`src/rtl/inv_search_solver_if.sv`:
```
// inv_search_solver_if: request/result handshake bundle for inv_search_solver
// Ports (master = requester/consumer, slave = solver):
//   in_valid/in_ready  request handshake carrying t, op, fn
//   out_valid/out_ready result handshake carrying x, sat, checks
interface inv_search_solver_if #(parameter int W = 4);
   logic         in_valid;
   logic         in_ready;
   logic [W-1:0] t;
   logic [1:0]   op;
   logic         fn;
   logic         out_valid;
   logic         out_ready;
   logic [W-1:0] x;
   logic         sat;
   logic [W:0]   checks;
   modport master (output in_valid, t, op, fn, out_ready,
                   input  in_ready, out_valid, x, sat, checks);
   modport slave  (input  in_valid, t, op, fn, out_ready,
                   output in_ready, out_valid, x, sat, checks);
endinterface

```
`src/rtl/inv_search_solver.sv`:
```
// inv_search_solver: finds the smallest unsigned x with op(fn(x), t) by linear search
// Ports:
//   clk    rising-edge clock
//   rst_n  asynchronous active-low reset
//   bus    slave side of inv_search_solver_if (request in, result out)
module inv_search_solver #(parameter int W = 4) (
   input  logic              clk,
   input  logic              rst_n,
   inv_search_solver_if.slave bus
);
   typedef enum logic [1:0] {IDLE, SEARCH, DONE} state_t;
   state_t       state_q, state_d;
   logic [W-1:0] t_q, t_d, cand_q, cand_d, fx_q, fx_d, x_q, x_d;
   logic [1:0]   op_q, op_d;
   logic         fn_q, fn_d, ld_q, ld_d, sat_q, sat_d, hit;
   logic [W:0]   checks_q, checks_d;
   function automatic logic [W-1:0] fn_of(input logic f, input logic [W-1:0] v);
      return f ? ~v : -v;
   endfunction
   // fn(cand) is registered in fx_q so the negation adder stays off the compare path;
   // ld_q marks that fx_q holds fn(cand_q), costing one fill cycle per request
   assign hit = op_q[1] ? (op_q[0] ? fx_q > t_q : fx_q >= t_q)
                        : (op_q[0] ? $signed(fx_q) > $signed(t_q) : $signed(fx_q) >= $signed(t_q));
   always_comb begin
      state_d  = state_q;
      t_d      = t_q;
      op_d     = op_q;
      fn_d     = fn_q;
      cand_d   = cand_q;
      fx_d     = fx_q;
      ld_d     = ld_q;
      x_d      = x_q;
      sat_d    = sat_q;
      checks_d = checks_q;
      case (state_q)
         IDLE: if (bus.in_valid) begin
            t_d      = bus.t;
            op_d     = bus.op;
            fn_d     = bus.fn;
            cand_d   = '0;
            checks_d = '0;
            ld_d     = 1'b0;
            state_d  = SEARCH;
         end
         SEARCH: if (!ld_q) begin
            fx_d = fn_of(fn_q, cand_q);
            ld_d = 1'b1;
         end else begin
            checks_d = checks_q + 1'b1;
            if (hit) begin
               x_d     = cand_q;
               sat_d   = 1'b1;
               state_d = DONE;
            end else if (&cand_q) begin
               x_d     = '0;
               sat_d   = 1'b0;
               state_d = DONE;
            end else begin
               cand_d = cand_q + 1'b1;
               fx_d   = fn_of(fn_q, cand_q + 1'b1);
            end
         end
         DONE: state_d = bus.out_ready ? IDLE : DONE;
         default: state_d = IDLE;
      endcase
   end
   always_ff @(posedge clk or negedge rst_n) begin
      if (!rst_n) begin
         state_q  <= IDLE;
         t_q      <= '0;
         op_q     <= '0;
         fn_q     <= 1'b0;
         cand_q   <= '0;
         fx_q     <= '0;
         ld_q     <= 1'b0;
         x_q      <= '0;
         sat_q    <= 1'b0;
         checks_q <= '0;
      end else begin
         state_q  <= state_d;
         t_q      <= t_d;
         op_q     <= op_d;
         fn_q     <= fn_d;
         cand_q   <= cand_d;
         fx_q     <= fx_d;
         ld_q     <= ld_d;
         x_q      <= x_d;
         sat_q    <= sat_d;
         checks_q <= checks_d;
      end
   end
   assign bus.in_ready  = state_q == IDLE;
   assign bus.out_valid = state_q == DONE;
   assign bus.x         = x_q;
   assign bus.sat       = sat_q;
   assign bus.checks    = checks_q;
endmodule

```
`src/flat_wrapper.sv`:
```
// flat-port wrapper written by rule: the top's interface ports become plain ports
module inv_search_solver_flat 
#(parameter int W = 4)
  (clk, rst_n, bus_in_valid, bus_t, bus_op, bus_fn, bus_out_ready, bus_in_ready, bus_out_valid, bus_x, bus_sat, bus_checks);
  inv_search_solver_if #(.W(W)) bus_i ();
  input  logic clk;
  input  logic rst_n;
  input wire logic [$bits(bus_i.in_valid)-1:0] bus_in_valid;
  input wire logic [$bits(bus_i.t)-1:0] bus_t;
  input wire logic [$bits(bus_i.op)-1:0] bus_op;
  input wire logic [$bits(bus_i.fn)-1:0] bus_fn;
  input wire logic [$bits(bus_i.out_ready)-1:0] bus_out_ready;
  output wire logic [$bits(bus_i.in_ready)-1:0] bus_in_ready;
  output wire logic [$bits(bus_i.out_valid)-1:0] bus_out_valid;
  output wire logic [$bits(bus_i.x)-1:0] bus_x;
  output wire logic [$bits(bus_i.sat)-1:0] bus_sat;
  output wire logic [$bits(bus_i.checks)-1:0] bus_checks;
  assign bus_i.in_valid = bus_in_valid;
  assign bus_i.t = bus_t;
  assign bus_i.op = bus_op;
  assign bus_i.fn = bus_fn;
  assign bus_i.out_ready = bus_out_ready;
  assign bus_in_ready = bus_i.in_ready;
  assign bus_out_valid = bus_i.out_valid;
  assign bus_x = bus_i.x;
  assign bus_sat = bus_i.sat;
  assign bus_checks = bus_i.checks;
  inv_search_solver #(.W(W)) u_core (.clk(clk), .rst_n(rst_n), .bus(bus_i));
endmodule
```
`config.mk`:
```
export PLATFORM = sky130hd
export DESIGN_NAME = inv_search_solver_flat
export DESIGN_NICKNAME = d
export VERILOG_FILES = /design/src/rtl/inv_search_solver_if.sv /design/src/rtl/inv_search_solver.sv /design/src/flat_wrapper.sv
export SDC_FILE = /design/constraint.sdc
export NUM_CORES = 1
export LEC_CHECK = 0
export CORE_MARGIN = 8
export CORE_UTILIZATION = 57
export CTS_BUF_LIST = sky130_fd_sc_hd__clkbuf_16
export DETAILED_ROUTE_END_ITERATION = 7
export HOLD_SLACK_MARGIN = 0.03
export PLACE_DENSITY = 0.8
export SLEW_MARGIN = 15
export SYNTH_ARGS = -nofsm -noshare
export SYNTH_HDL_FRONTEND = slang
export SYNTH_SLANG_ARGS = --single-unit
export TNS_END_PERCENT = 5
```
`constraint.sdc`:
```
create_clock -name clk -period 3.6 [get_ports clk]
set_input_delay 0.72 -clock clk [delete_from_list [all_inputs] [get_ports clk]]
set_output_delay 0.72 -clock clk [all_outputs]
set_load 0.01 [all_outputs]
```
==> results of run 1 <==
registers in the layout, indices dropped and copies added (netlist names), 2 cells and up:
register           flops
u_core.t_q             4
u_core.state_q         2
u_core.bus.x           4
u_core.op_q            2
u_core.cand_q          4
u_core.bus.checks      5
u_core.fx_q            4
per-stage QoR:
step | utilization (%) | hold WS [ns] | setup WS (ns)
after floorplan | - | 0.424 | 1.52
after global placement | 66.1 | 0.477 | 1.40
after detailed placement | 66.1 | 0.480 | 1.33
after CTS | 68.9 | 0.495 | 1.38
after global routing | 68.9 | 0.522 | 1.25
final | 68.9 | 0.490 | 1.37
worst max path at each step:
stage                     startpoint          endpoint  depth (start not counted)
floorplan           u_core.cand_q[0]    u_core.fx_q[3]                          8
global placement        bus_in_valid  u_core.cand_q[1]                          4
detailed placement      bus_in_valid  u_core.cand_q[1]                          4
CTS                   u_core.fx_q[1]    u_core.fx_q[2]                          6
global route        u_core.cand_q[0]    u_core.fx_q[3]                          7
finish                u_core.fx_q[1]   u_core.bus.x[2]                          6
area by class of cell:
| type | count | area share, % |
|---|---|---|
| Tap cell | 31 | 2.10 |
| Sequential cell | 28 | 37.9 |
| Inverter | 8 | 1.62 |
| Clock buffer | 3 | 4.06 |
| Timing Repair Buffer | 23 | 12.3 |
| Multi-Input combinational cell | 122 | 42.1 |
layer usage:
metal	global-route usage (%)	up-vias	wire length, µm
met5	0	-	0
met3	4.58	6	248
met4	4.60	0	34
li1	-	631	-
met2	26.4	56	1740
met1	22.0	622	1660
logic make-up (layout without fill, tap and decap cells):
logic type | count (synthesis) | in the layout | synth area share, %
compound gates | 36 | 36 | 17.0
simple gates | 69 | 69 | 21.3
buf+inv | 19 | 34 | 5.21
flops | 28 | 28 | 44.9
mux | 2 | 2 | 1.44
xor+xnor | 8 | 8 | 4.49
fa+ha+maj | 7 | 7 | 5.61
cell usage after synthesis (2+ instances only):
library cell / number
dfrtp_1: 28
nand2_1: 28
nor2_1: 12
clkbuf_1: 8
inv_1: 8
o21ai_0: 8
ha_1: 7
nand3_1: 7
nor3_1: 6
xor2_1: 6
o211ai_1: 5
a32o_1: 4
a21oi_1: 3
nand4_1: 3
or4_1: 3
a211oi_1: 2
a22o_1: 2
a31oi_1: 2
buf_2: 2
mux2_2: 2
nand2b_1: 2
xnor2_1: 2
worst max-delay path, cell delays in order, from the launching register on:
cell,delay [ns]
dfrtp_1,0.39
ha_1,0.30
or2b_1,0.22
a21oi_1,0.22
o221a_1,0.44
o21ai_1,0.24
a32o_1,0.30
power by group:
| group | switching (W) | internal, W | total [W] |
|---|---|---|---|
| Combinational | 0.000560 | 0.000407 | 0.000967 |
| Sequential | 0.000157 | 0.000442 | 0.000598 |
| Clock | 0.0000961 | 0.000147 | 0.000243 |
| Total | 0.000813 | 0.000996 | 0.00181 |
==> reports/metrics.cfg, run 1 <==
[critical_path]
timing.rr.end = u_core.bus.x[2]
crit_path_end_kind = register
crit_fanout = 10
worstPathArrival_ns = 2.38
critPathLaunchType = register
cp.required_ns = 3.75
path_class = reg2reg
r2r-start = u_core.fx_q[1]
reg2reg_depth = 6
rrSetupSlack_ns = 1.37

[detailed_routing]
via_count = 1315
wl_um = 3690
ant_nets = 0
drtPass1Iterations = 4
detail_route.wl_per_cell_um = 17.1
drc = 0
drtIter0Drc = 118
viasPerCell = 6.12

[synthesis]
netlist-cell-type-count = 41
synth-seq-cells = 28
synth-edff-count = 0
yosys_most_used_dff = dfrtp_1
synth.avg_cell_area_um2 = 9.23
syn_area_mm2 = 0.00156
yosysTopAreaCell = dfrtp_1
yosysWarningCount = 0
syn_nets = 187
async_flop_share_pct = 100
yosys.area.top_type_share_pct = 44.9
syn_inst = 169
synth_area_leaders = dfrtp_1, nand2_1, ha_1, xor2_1, nor2_1
ys_seq_area_share_pct = 44.9

[global_route]
grt_pass1_wl_um = 6040
grt_pass1_vias = 1326
grt_start_max_net_pins = 29
grt_overflow = 0
antenna_found_initial = 0
grt_usage_pct = 16.7

[floorplan]
start_util_pct = 58.1
io_pins = 23
floorplan.core_area_mm2 = 0.00269
fp.dieH_um = 68.3
rows = 19
dieArea_mm2 = 0.00467
die_w_um = 68.3

[sta]
rsz0062_at_grt = false
period_minus_slack_ns = 2.23
fmaxAchievable_mhz = 448
fin_crit_sh_pct = 62.0
slew_violations = 0
tightest_slew_ns = 0.797
hold_viol = 0
setup_violations = 0
fin_worst_skew_ns = 0.00200
setup_tns_ns = 0
relSlewSlack_pct = 46.7

[cells_and_area]
final_layout_size_suffix_gt1_share_pct = 4.89
area_growth_pct = 18.6
nFillCells = 221
diodes = 0
final_cell_mix = nand2_1, dfrtp_1, clkdlybuf4s50_1, nor2_1
final_cell_count_no_fill = 215
regArea_um2 = 701
final_area_mm2 = 0.00185
fin_nets = 204
multiInputGateArea_um2 = 778

[place]
port_buffers = 22
dp_hpwl_um = 2650
placed_area_mm2 = 0.00178
post-place-cells = 212
routabilityCongestion = 0.830

[hold_path]
hold_path_class = reg2reg
worstHoldStart = u_core.bus.x[3]
hold_depth = 1
min_to = u_core.bus.x[3]

[clocking]
cts_buffer_depth = 2
holdBufCountCts = 0
clk_latency_ns = 0.26
htreeDepth = 1
cts_num_sinks = 28
ctsResizeCount = 0
post-cts-setup-buffers = 0
clockRootBuffer = clkbuf_16
cts_tree = yes
cts.clk_slew.worst_paths_ns = 0.06
cts_made_buffers = 3

[status]
status = complete, no violations

[run]
drv_cap = 0

[power_and_ir_drop]
pwr_density_cell_mw_per_mm2 = 977
total_power_w = 0.00181
ir_drop_uv = 570
leakage_nw = 0.834

Note: power is estimated with default switching activity, not from simulation.
==> run 2: changes to the inputs <==
Settings changed: CORE_UTILIZATION 57 to 53, PLACE_DENSITY 0.8 to 0.75.
Clock period 3.6 ns to 2.1 ns, I/O delays scaled along.
==> run 2 against run 1 <==
Clock skew is 0.0015 ns higher; highest routed layer unchanged; first-iteration DRC count rose by 2.5%; count of clock-buffer cells in the layout is the same; critical path depth is the same; utilization rose by 1.5 points; register-to-register slack got worse by 1.3 ns; critical path type unchanged; sequential power increased by 67%; fmax increased by 9.3%.
==> reports/metrics.cfg, run 2 (same netlist as run 1, synthesis figures left out) <==
[critical_path]
max_stage_delay_ns = 0.54  ; +0.10 ns
crit_family = simple AND/OR/NAND/NOR gates
cp.required_ns = 2.29  ; -1.46 ns
crit_end = u_core.cand_q[0]
r2r-start = u_core.fx_q[1]
rrSetupSlack_ns = 0.06  ; -1.31 ns
crit_buf_inv = 0  ; unchanged
reg2reg_depth = 6  ; unchanged
crit_fanout = 5  ; -5
cp-startpoint = u_core.fx_q[1]
crit_cells = 6  ; unchanged
crit_chain = ha_1 > and3_4 > o21a_2 > o221a_4 > or4_1 > nand3_2
crit_slowest_cell = or4_1
crit_path_end_kind = register
critPathLaunchType = register
timing.rr.end = u_core.cand_q[0]
worstPathArrival_ns = 2.23  ; -0.15 ns
path_class = reg2reg

[hold_path]
hold_path_class = reg2reg
hold_depth = 1  ; unchanged

[floorplan]
floorplan.core_area_mm2 = 0.00278  ; +3.5%
start_util_pct = 56.1  ; -2.0 points
rows = 19  ; unchanged
fp.dieH_um = 70.3  ; +2.8%
io_pins = 23  ; unchanged
dieArea_mm2 = 0.00494  ; +5.7%
die_w_um = 70.3  ; +2.8%

[place]
placed_area_mm2 = 0.00184  ; +3.8%
dp_hpwl_um = 2780  ; +5.1%
routabilityCongestion = 0.892  ; +7.5%
place_ws_ns = -0.0414  ; -1.38 ns
port_buffers = 22  ; unchanged

[sta]
final.setup.worst_slack_ns = 0.0580  ; -1.31 ns
fmaxAchievable_mhz = 490  ; +9.3%
fin_worst_skew_ns = 0.00352  ; +0.00152 ns
hold_viol = 0  ; unchanged
rsz0062_at_grt = true
period_minus_slack_ns = 2.04  ; -0.191 ns
slew_violations = 0  ; unchanged
relSlewSlack_pct = 67.6  ; +21 points
tightest_slew_ns = 0.485  ; -0.312 ns
fin_crit_sh_pct = 97.2  ; +35 points
setup_violations = 0  ; unchanged

[cells_and_area]
final_cell_mix = nand2_1, dfrtp_1, clkdlybuf4s50_1, nor2_1, buf_4
fin_nets = 214  ; +4.9%
final_common_cell = nand2_1
diodes = 0  ; unchanged
utilization_pct = 70.4  ; +1.5 points
area_growth_pct = 25.5
final_area_mm2 = 0.00196  ; +5.8%
final_layout_size_suffix_gt1_share_pct = 12.9  ; +8.0 points
largest_register_ffs = 5  ; unchanged

[detailed_routing]
via_count = 1366  ; +3.9%
detail_route.wl_per_cell_um = 17.4  ; +1.3%
ant_nets = 0  ; unchanged
drtIter0Drc = 121  ; +2.5%
viasPerCell = 6.07  ; -0.74%
drtPass1Iterations = 4  ; unchanged
drc = 0  ; unchanged
wl_um = 3910  ; +6.0%

[global_route]
grt_start_max_net_pins = 29  ; unchanged
antenna_found_initial = 0  ; unchanged
grt_overflow = 0  ; unchanged
grt_usage_pct = 15.3  ; -1.4 points
grt_pass1_vias = 1370  ; +3.3%
grt_pass1_wl_um = 6470  ; +7.1%

[clocking]
clockRootBuffer = clkbuf_16
cts_num_sinks = 28  ; unchanged
cts_buffer_depth = 2  ; unchanged
cts.clk_slew.worst_paths_ns = 0.06  ; about the same
cts_made_buffers = 3  ; unchanged
holdBufCountCts = 0  ; unchanged
htreeDepth = 1  ; unchanged
clk_latency_ns = 0.25  ; about the same
cts_tree = yes

[power_and_ir_drop]
ir_drop_uv = 1160  ; +100%
leakage_nw = 0.895  ; +7.3%
pwr_density_cell_mw_per_mm2 = 1750  ; +79%

[run]
drv_cap = 0  ; unchanged

[status]
status = complete, no violations

-- run 2: layout make-up --
type                       count  area (µm²)
fill                         233         823
multi-input combinational    123         816
sequential                    28         703
timing repair buffer          32         295
clock buffer                   3        75.1
tap                           31        38.8
inverter                       8        30.0
-- run 2: how the worst min path moves through the flow --
| stage | from | endpoint | slack, ns |
|---|---|---|---|
| finish | u_core.bus.x[2] | u_core.bus.x[2] | 0.49 |
| global placement | u_core.bus.x[3] | u_core.bus.x[3] | 0.48 |
| floorplan | rst_n | u_core.bus.checks[0] | 0.12 |
| CTS | u_core.bus.x[2] | u_core.bus.x[2] | 0.50 |
| global route | u_core.bus.x[3] | u_core.bus.x[3] | 0.51 |
| detailed placement | u_core.bus.x[2] | u_core.bus.x[2] | 0.48 |
-- run 2: through the flow --
stage	instances	power, W	setup TNS, ns	hold slack, ns
2_1_floorplan	169	0.00222	0	0.124
3_3_place_gp	221	0.00274	0	0.479
3_5_place_dp	221	0.00280	-0.223	0.483
4_1_cts	224	0.00328	0	0.497
5_1_grt	225	0.00366	-0.0638	0.510
6_report	225	0.00343	0	0.494
-- run 2: power breakdown --
part / leakage, nW / switching [W] / internal (W)
logic: 0.507 / 0.00111 / 0.000906
registers: 0.351 / 0.000240 / 0.000760
clock network: 0.0370 / 0.000162 / 0.000252
-- run 2: timing repair --
action                                  in CTS  in global routing
buffers inserted                             0                  0
endpoints found under the setup margin       8                 13
gates resized for setup                      2                  6
cloned                                       0                  1
pin swaps                                    0                  1
-- run 2: metal layers --
layer / part of all wire (%) / routed length (µm) / track usage, % / up-vias
met1: 47 / 1850 / 21.3 / 656
met5: 0 / 0 / 0 / -
met2: 46 / 1800 / 23.7 / 49
met3: 5.5 / 215 / 3.25 / 6
met4: 0.97 / 38 / 3.35 / 0
li1: - / - / - / 655
